File: config.mk
export PLATFORM = sky130hd
export DESIGN_NAME = pcie_7x_mgt_loopback_endpoint
export DESIGN_NICKNAME = d
export VERILOG_FILES = /design/src/rtl/pcie_7x_mgt_pkg.sv /design/src/rtl/pcie_7x_mgt_lane_delay.sv /design/src/rtl/pcie_7x_mgt_loopback_endpoint.sv
export SDC_FILE = /design/constraint.sdc
export NUM_CORES = 1
export LEC_CHECK = 0
export ABC_AREA = 0
export BUFFER_PORTS_ARGS = -buffer_cell sky130_fd_sc_hd__buf_2
export CORE_MARGIN = 10
export CORE_UTILIZATION = 51
export DETAILED_ROUTE_END_ITERATION = 16
export PLACE_DENSITY = 0.75
export SLEW_MARGIN = 15
export SYNTH_ARGS = -nofsm -noshare
export SYNTH_HDL_FRONTEND = slang
export SYNTH_SLANG_ARGS = --single-unit
File: constraint.sdc
create_clock -name aclk -period 1.81 [get_ports aclk]
set_input_delay 0.362 -clock aclk [delete_from_list [all_inputs] [get_ports aclk]]
set_output_delay 0.362 -clock aclk [all_outputs]
set_load 0.05 [all_outputs]
File: src/rtl/pcie_7x_mgt_pkg.sv
// Shared types for the PCIe 7-series MGT loopback endpoint: link states and
// per-lane symbol classes.
package pcie_7x_mgt_pkg;

    typedef enum logic [1:0] {
        DISABLED,
        DETECT,
        ACTIVE,
        FLUSH
    } state_t;

    typedef enum logic [1:0] {
        VALID,
        IDLE,
        ILLEGAL
    } sym_class_t;

    localparam int ERR_COUNT_W = 16;

    function automatic sym_class_t classify(input logic p, input logic n);
        case ({p, n})
            2'b00:   return IDLE;
            2'b11:   return ILLEGAL;
            default: return VALID;
        endcase
    endfunction

endpackage

File: src/rtl/pcie_7x_mgt_lane_delay.sv
// One lane: symbol classification, idle qualification counter and the
// C_DELAY-stage loopback delay line whose last stage is the rx output register.
module pcie_7x_mgt_lane_delay
    import pcie_7x_mgt_pkg::*;
#(
    parameter int C_DELAY         = 4,
    parameter int C_DETECT_CYCLES = 8
) (
    input  logic       aclk,
    input  logic       areset,
    input  logic       txp,
    input  logic       txn,
    input  logic       pass,
    output logic       rxp,
    output logic       rxn,
    output sym_class_t sym_class,
    output logic       idle
);

    localparam int CW = $clog2(C_DETECT_CYCLES + 1);

    logic [2*C_DELAY-1:0] line;
    logic [2*C_DELAY-1:0] shifted;
    logic [2*C_DELAY-1:0] keep;
    logic [CW-1:0]        idle_cnt;
    logic [CW-1:0]        idle_cnt_nxt;

    assign sym_class = classify(txp, txn);

    generate
        if (C_DELAY == 1) begin : g_single
            assign shifted = {txp, txn};
        end else begin : g_multi
            assign shifted = {line[2*C_DELAY-3:0], txp, txn};
        end
    endgenerate

    // The oldest stage is forced to electrical idle unless the link will be active.
    assign keep = pass ? {(2*C_DELAY){1'b1}} : ({(2*C_DELAY){1'b1}} >> 2);

    always_comb begin
        idle_cnt_nxt = '0;
        if (sym_class == IDLE) begin
            idle_cnt_nxt = idle_cnt;
            if (idle_cnt != CW'(C_DETECT_CYCLES))
                idle_cnt_nxt = idle_cnt + 1'b1;
        end
    end

    always_ff @(posedge aclk or posedge areset) begin
        if (areset) begin
            line     <= '0;
            idle_cnt <= '0;
            idle     <= 1'b0;
        end else begin
            line     <= shifted & keep;
            idle_cnt <= idle_cnt_nxt;
            idle     <= (idle_cnt_nxt == CW'(C_DETECT_CYCLES));
        end
    end

    assign rxp = line[2*C_DELAY-1];
    assign rxn = line[2*C_DELAY-2];

endmodule

File: src/rtl/pcie_7x_mgt_loopback_endpoint.sv
// Loopback endpoint: qualifies all lanes, loops tx back to rx while ACTIVE,
// and tracks illegal symbols with sticky per-lane flags and a saturating count.
//   state    | meaning
//   DISABLED | endpoint off, rx at electrical idle
//   DETECT   | counting consecutive all-lanes-valid cycles
//   ACTIVE   | link up, rx = tx delayed C_DELAY cycles
//   FLUSH    | C_DELAY cycles of electrical idle before re-detect or shutdown
module pcie_7x_mgt_loopback_endpoint
    import pcie_7x_mgt_pkg::*;
#(
    parameter int C_LANES         = 1,
    parameter int C_DELAY         = 4,
    parameter int C_DETECT_CYCLES = 8
) (
    input  logic                   aclk,
    input  logic                   areset,
    input  logic                   enable,
    input  logic                   clear,
    input  logic [C_LANES-1:0]     s_txp,
    input  logic [C_LANES-1:0]     s_txn,
    output logic [C_LANES-1:0]     s_rxp,
    output logic [C_LANES-1:0]     s_rxn,
    output logic                   link_up,
    output logic [C_LANES-1:0]     lane_idle,
    output logic [C_LANES-1:0]     lane_err,
    output logic [ERR_COUNT_W-1:0] err_count
);

    localparam int QW = $clog2(C_DETECT_CYCLES + 1);
    localparam int FW = $clog2(C_DELAY + 1);

    state_t        state;
    state_t        state_nxt;
    logic [QW-1:0] qual;
    logic [QW-1:0] qual_nxt;
    logic [FW-1:0] flush_cnt;
    logic          pass;

    sym_class_t         cls [C_LANES];
    logic [C_LANES-1:0] lane_ok;
    logic [C_LANES-1:0] lane_ill;

    for (genvar i = 0; i < C_LANES; i++) begin : g_lane
        pcie_7x_mgt_lane_delay #(
            .C_DELAY         (C_DELAY),
            .C_DETECT_CYCLES (C_DETECT_CYCLES)
        ) u_lane (
            .aclk      (aclk),
            .areset    (areset),
            .txp       (s_txp[i]),
            .txn       (s_txn[i]),
            .pass      (pass),
            .rxp       (s_rxp[i]),
            .rxn       (s_rxn[i]),
            .sym_class (cls[i]),
            .idle      (lane_idle[i])
        );
        assign lane_ok[i]  = (cls[i] == VALID);
        assign lane_ill[i] = (cls[i] == ILLEGAL);
    end

    always_comb begin
        state_nxt = state;
        qual_nxt  = '0;
        case (state)
            DISABLED: if (enable) state_nxt = DETECT;
            DETECT: begin
                if (!enable) begin
                    state_nxt = DISABLED;
                end else if (&lane_ok) begin
                    qual_nxt = qual + 1'b1;
                    if (qual_nxt == QW'(C_DETECT_CYCLES))
                        state_nxt = ACTIVE;
                end
            end
            ACTIVE: if (!enable || (|lane_idle)) state_nxt = FLUSH;
            FLUSH:  if (flush_cnt == '0) state_nxt = enable ? DETECT : DISABLED;
            default: state_nxt = DISABLED;
        endcase
    end

    assign pass = (state_nxt == ACTIVE);

    always_ff @(posedge aclk or posedge areset) begin
        if (areset) begin
            state     <= DISABLED;
            qual      <= '0;
            flush_cnt <= '0;
            link_up   <= 1'b0;
        end else begin
            state   <= state_nxt;
            qual    <= qual_nxt;
            link_up <= (state_nxt == ACTIVE);
            // Down-counter preloads outside FLUSH so it is ready on entry.
            if (state != FLUSH)
                flush_cnt <= FW'(C_DELAY - 1);
            else if (flush_cnt != '0)
                flush_cnt <= flush_cnt - 1'b1;
        end
    end

    always_ff @(posedge aclk or posedge areset) begin
        if (areset) begin
            lane_err  <= '0;
            err_count <= '0;
        end else if (clear) begin
            lane_err  <= lane_ill;
            err_count <= (|lane_ill) ? ERR_COUNT_W'(1) : '0;
        end else begin
            lane_err <= lane_err | lane_ill;
            if ((|lane_ill) && (err_count != {ERR_COUNT_W{1'b1}}))
                err_count <= err_count + 1'b1;
        end
    end

endmodule

Word level (Yosys, flattened, before mapping). Cells that the tools add are included.

Flip-flop bits (word level): 40. Bits of input ports: 6. Output and inout bits: 21.

Add/sub/neg operators: 4. Eq/ne operators: 12. Muxes and demuxes: 21. Bitwise operators: 2. Reduce and logical (&&, ||, !) cells: 10.

Operators by type and width (number): 16-bit two-way mux (2); 4-bit two-way mux (5); 16-bit by 1-bit adder with 16-bit output, second input constant (1); 16-bit inequality test, second input constant (1); 2-bit two-way mux (6); 2-bit == test, second input constant (5); 4-bit by 1-bit adder with 4-bit output, second input constant (2); 8-bit AND (1); 4-bit == test, second input constant (2); 8-bit two-way mux (1); 2-bit case mux with 4 select lines (1); 2-bit zero test (3); 3-bit two-way mux (2); 2-bit by 1-bit == test with 1-bit output, second input constant (2); 4-bit inequality test, second input constant (1); 2-bit case mux with 2 select lines (1); 2-bit nonzero test (2); 3-bit zero test (1); 1-bit two-way mux (3); 3-bit nonzero test (1); 3-bit by 1-bit subtractor with 3-bit output, second input constant (1); 2-bit inequality test, second input constant (1); 1-bit logical AND (1); 1-bit zero test (1); 2 further kinds (2).

Depth between registers and ports, before layout.
Depth in word-level cells: 9. Gate-level depth with buffers: 7. Mapped depth without buffers: 7.

Modules after synthesis. From an unflattened synthesis, not the netlist that was laid out.

Cell total of the unflattened synthesis: 187. Area total of the unflattened synthesis: 1956.9 µm².

Modules (own cells, without submodules): pcie_7x_mgt_loopback_endpoint (times used 1, cells an instance 150, area each 1465.2 µm²); pcie_7x_mgt_lane_delay (times used 1, cells an instance 37, area each 491.7 µm²).

Worst setup path after synthesis. Ideal clock, no wire load.

Kind: flip-flop to flip-flop. Start: reg err_count[0]. End: reg err_count[11]. Arrival time: 1899 ps. Slack: -222 ps. Stages on the path, launching flop included: 6. Buffers on the path: 0. Period minus slack after synthesis: 2032 ps. Path through: dfrtp_1 -> ha_1 -> nand4_2 -> nor4_1 -> or4_1 -> a21oi_1.

Word-level cells in the longest chain between the ends: 3. Elaborated cells on any way between the ends: 6.

RTL lines: from (decl) (RTL line pcie_7x_mgt_loopback_endpoint.sv:26) `output logic [ERR_COUNT_W-1:0] err_count`; from (signal assigned) (RTL line pcie_7x_mgt_loopback_endpoint.sv:108) `err_count <= (|lane_ill) ? ERR_COUNT_W'(1) : '0;`; from (signal assigned) (RTL line pcie_7x_mgt_loopback_endpoint.sv:112) `err_count <= err_count + 1'b1;`; 16-bit by 1-bit adder with 16-bit output or 16-bit inequality test (tied branches) (RTL line pcie_7x_mgt_loopback_endpoint.sv:112, pcie_7x_mgt_loopback_endpoint.sv:111); 16-bit two-way mux or 1-bit logical AND (tied branches) (RTL line pcie_7x_mgt_loopback_endpoint.sv:111) `if ((|lane_ill) && (err_count != {ERR_COUNT_W{1'b1}}))`; 16-bit two-way mux or 2-bit nonzero test (tied branches).

Parallel ways exist; a longest one is shown, timed or not. The select of a mux whose other input is x is not followed. A chain may end at the register's enable or synchronous reset.

Worst setup path after layout.
Start: reg err_count[1]. End: reg err_count[11].

Same word-level chain as after synthesis.

==> results_dict.tcl <==
set metrics [dict create \
    worst_pin_slew_ns 0.494 \
    hold_buffers 0 \
    cts_setup_buffers 0 \
    worstPathRequired_ns 2.03 \
    dieArea_um2 6820 \
    port-buffer-count 26 \
    critPathCaptureType "flip-flop" \
    drive_above_1_share 0.276 \
    dpl.hpwl_um 2910 \
    root_buffer "clkbuf_8" \
    hold_viol_final 0 \
    synth-edff-count 0 \
    grt_use_total 0.122 \
    drt_first_iter_violations 97 \
    placed_area_um2 2230 \
    setup_violations 0 \
    dieWidth_um 82.6 \
    yosysTopAreaCellShare 0.502 \
    fmax_ghz 0.585 \
    synthFlopType "dfrtp_1" \
    syn_area_um2 2000 \
    wl_per_cell_um 14.2 \
    cts_resized 0 \
    h-tree-depth 2 \
    pre_cts_ws_ns 0.0531 \
    postRouteAntennaNets 0 \
    chipHeight_um 82.6 \
    synthArstFlopShare 1.00 \
    fin_nets 241 \
    wirelength_um 3930 \
    hold_class "input port to async pin" \
    avgSynthCellArea_um2 10.4 \
    cts_sinks 40 \
    clk_latency_ns 0.29 \
    finalMaxSlewViolations 0 \
    cp_max_fo 5 \
    status "finished, final reports clean" \
    cts_tree "yes" \
    route.detailed.drc 0 \
    postSynthCellCount 192 \
    fin_area_um2 2310 \
    fin_skew_ns 0.00319 \
    critPathKind "flip-flop to flip-flop" \
    gp_congestion 0.842 \
    antenna_found_initial 0 \
    synth_seq_cells 40 \
    cap_violations 0 \
    rows 22 \
    grt_overflow_total 0 \
    area_growth_pct 16.0 \
    fin_crit_sh 0.945 \
    yosys-top-cells-count "40 x dfrtp_1, 17 x nor2_1, 16 x inv_1, 12 x nand2_1, 9 x nand3_1" \
    relSlewSlack 0.671 \
    clk_pin_slew_ns 0.07 \
    grt_max_degree 41 \
    yosysMostFrequentCell "dfrtp_1" \
    syn_nets 206 \
    synth_area_leaders "dfrtp_1 50%, ha_1 5.0%, nor2_1 3.2%, inv_1 3.0%, nand3_1 2.3%" \
    cp.arrival_ns 1.93 \
    cts_buffers 5 \
    diodes 0 \
    min_period_ns 1.71 \
    core_area_um2 3720 \
    final_cells 276 \
    critPathLaunchType "flip-flop" \
    dr.pass1.iters 4 \
    setup_slack_ns 0.0993 \
    p_per_area_nw_per_um2 739 \
    dr_total_vias 1541 \
    clock_tree.buffer_depth 2 \
    first_global_vias 1410 \
    yosysSeqAreaShare 0.502 \
    via_per_inst 5.58 \
    max-vdd-ir-drop_v 0.000478 \
    yosys_warnings 0 \
    dp.cells 268 \
    ys_types 53 \
    p_leak_uw 0.00111 \
    rsz0062_at_grt "false" \
    grt_pass1_wl_um 6510 \
    worst_hold_slack_ns 0.178 \
    final_util 0.623 \
    synth_top_area_cell "dfrtp_1" \
    ioPinCount 27 \
    start_util 0.537 \
]
==> cell families (layout without fill, tap and decap cells) <==
family / count (synthesis) / count (layout) / synth area share
XOR/XNOR: 5 / 5 / 0.0219
AND/OR/NAND/NOR: 78 / 78 / 0.231
AO/OA/AOI/OAI: 38 / 38 / 0.135
multiplexers: 3 / 3 / 0.0157
adder cells (fa/ha/maj): 8 / 8 / 0.0502
flip-flops: 40 / 40 / 0.502
buffers and inverters: 20 / 56 / 0.0445
==> cell type report <==
type,count,area (µm²)
tap,48,60.1
multi-input combinational,132,923
clock inverter,2,12.5
fill,327,1400
clock buffer,6,72.6
sequential,40,1010
inverter,16,60.1
timing repair buffer,32,175
==> critical path: stages (launching register included) <==
cell	delay [ns]
dfrtp_2	0.45
ha_4	0.19
nand4_2	0.16
nor4_1	0.09
buf_4	0.15
or4_1	0.46
a21oi_1	0.14
==> report_power, final <==
part           total (µW)  switching (µW)  internal (µW)
Sequential            970            44.3            926
Combinational         171             106           64.3
Clock                 569             300            269
==> flip-flops by register name (all words and copies together) (netlist names) <==
name                    cells
err_count                  16
g_lane.u_lane.line          8
g_lane.u_lane.idle_cnt      4
qual                        4
flush_cnt                   3
state                       2
g_lane.u_lane.idle          1
lane_err                    1
link_up                     1
==> layout by cell type, fill, tap and decap left out, types with 2 or more instances in the layout <==
master,instances
nand3b_1,3
ha_1,7
and3_1,2
o21a_1,2
a41o_1,2
a31oi_1,3
buf_4,6
nor2_1,17
clkbuf_8,5
o31ai_1,4
xnor2_1,3
or4_1,3
buf_2,26
o21ai_0,5
a21oi_1,8
nand3_1,9
or3_2,2
nand4_1,4
nand2_1,12
inv_1,16
nor3b_1,2
and2_2,2
nor2b_1,4
a211oi_1,2
dfrtp_1,32
nor3_1,3
and2_1,4
dfrtp_2,8
xor2_1,2
mux2i_1,2
==> final timing paths <==
path	end	cells past startpoint	slack, ns	start
worst max-delay path	err_count[11]	6	0.1	err_count[1]
worst min-delay path	g_lane[0].u_lane.idle_cnt[1]	3	0.18	areset
worst max register to register	err_count[11]	6	0.1	err_count[1]
worst min register to register	g_lane[0].u_lane.line[2]	0	0.35	g_lane[0].u_lane.line[0]
max in group asynchronous	err_count[1]	3	1.27	areset
min in group aclk	g_lane[0].u_lane.line[0]	1	0.20	s_txn
==> metrics by stage <==
stage | total power [µW] | setup TNS [ns]
2_1_floorplan | 1120 | -0.00554
3_3_place_gp | 1160 | 0
3_5_place_dp | 1160 | 0
4_1_cts | 1740 | 0
5_1_grt | 1800 | 0
6_report | 1710 | 0
==> routing by layer <==
layer,vias up,global-route usage,part of all wire
li1,762,-,-
met1,748,0.158,0.47
met2,25,0.183,0.46
met3,6,0.0400,0.058
met4,0,0.0502,0.015
met5,-,0,0
Power figures use the tool's default switching activity.
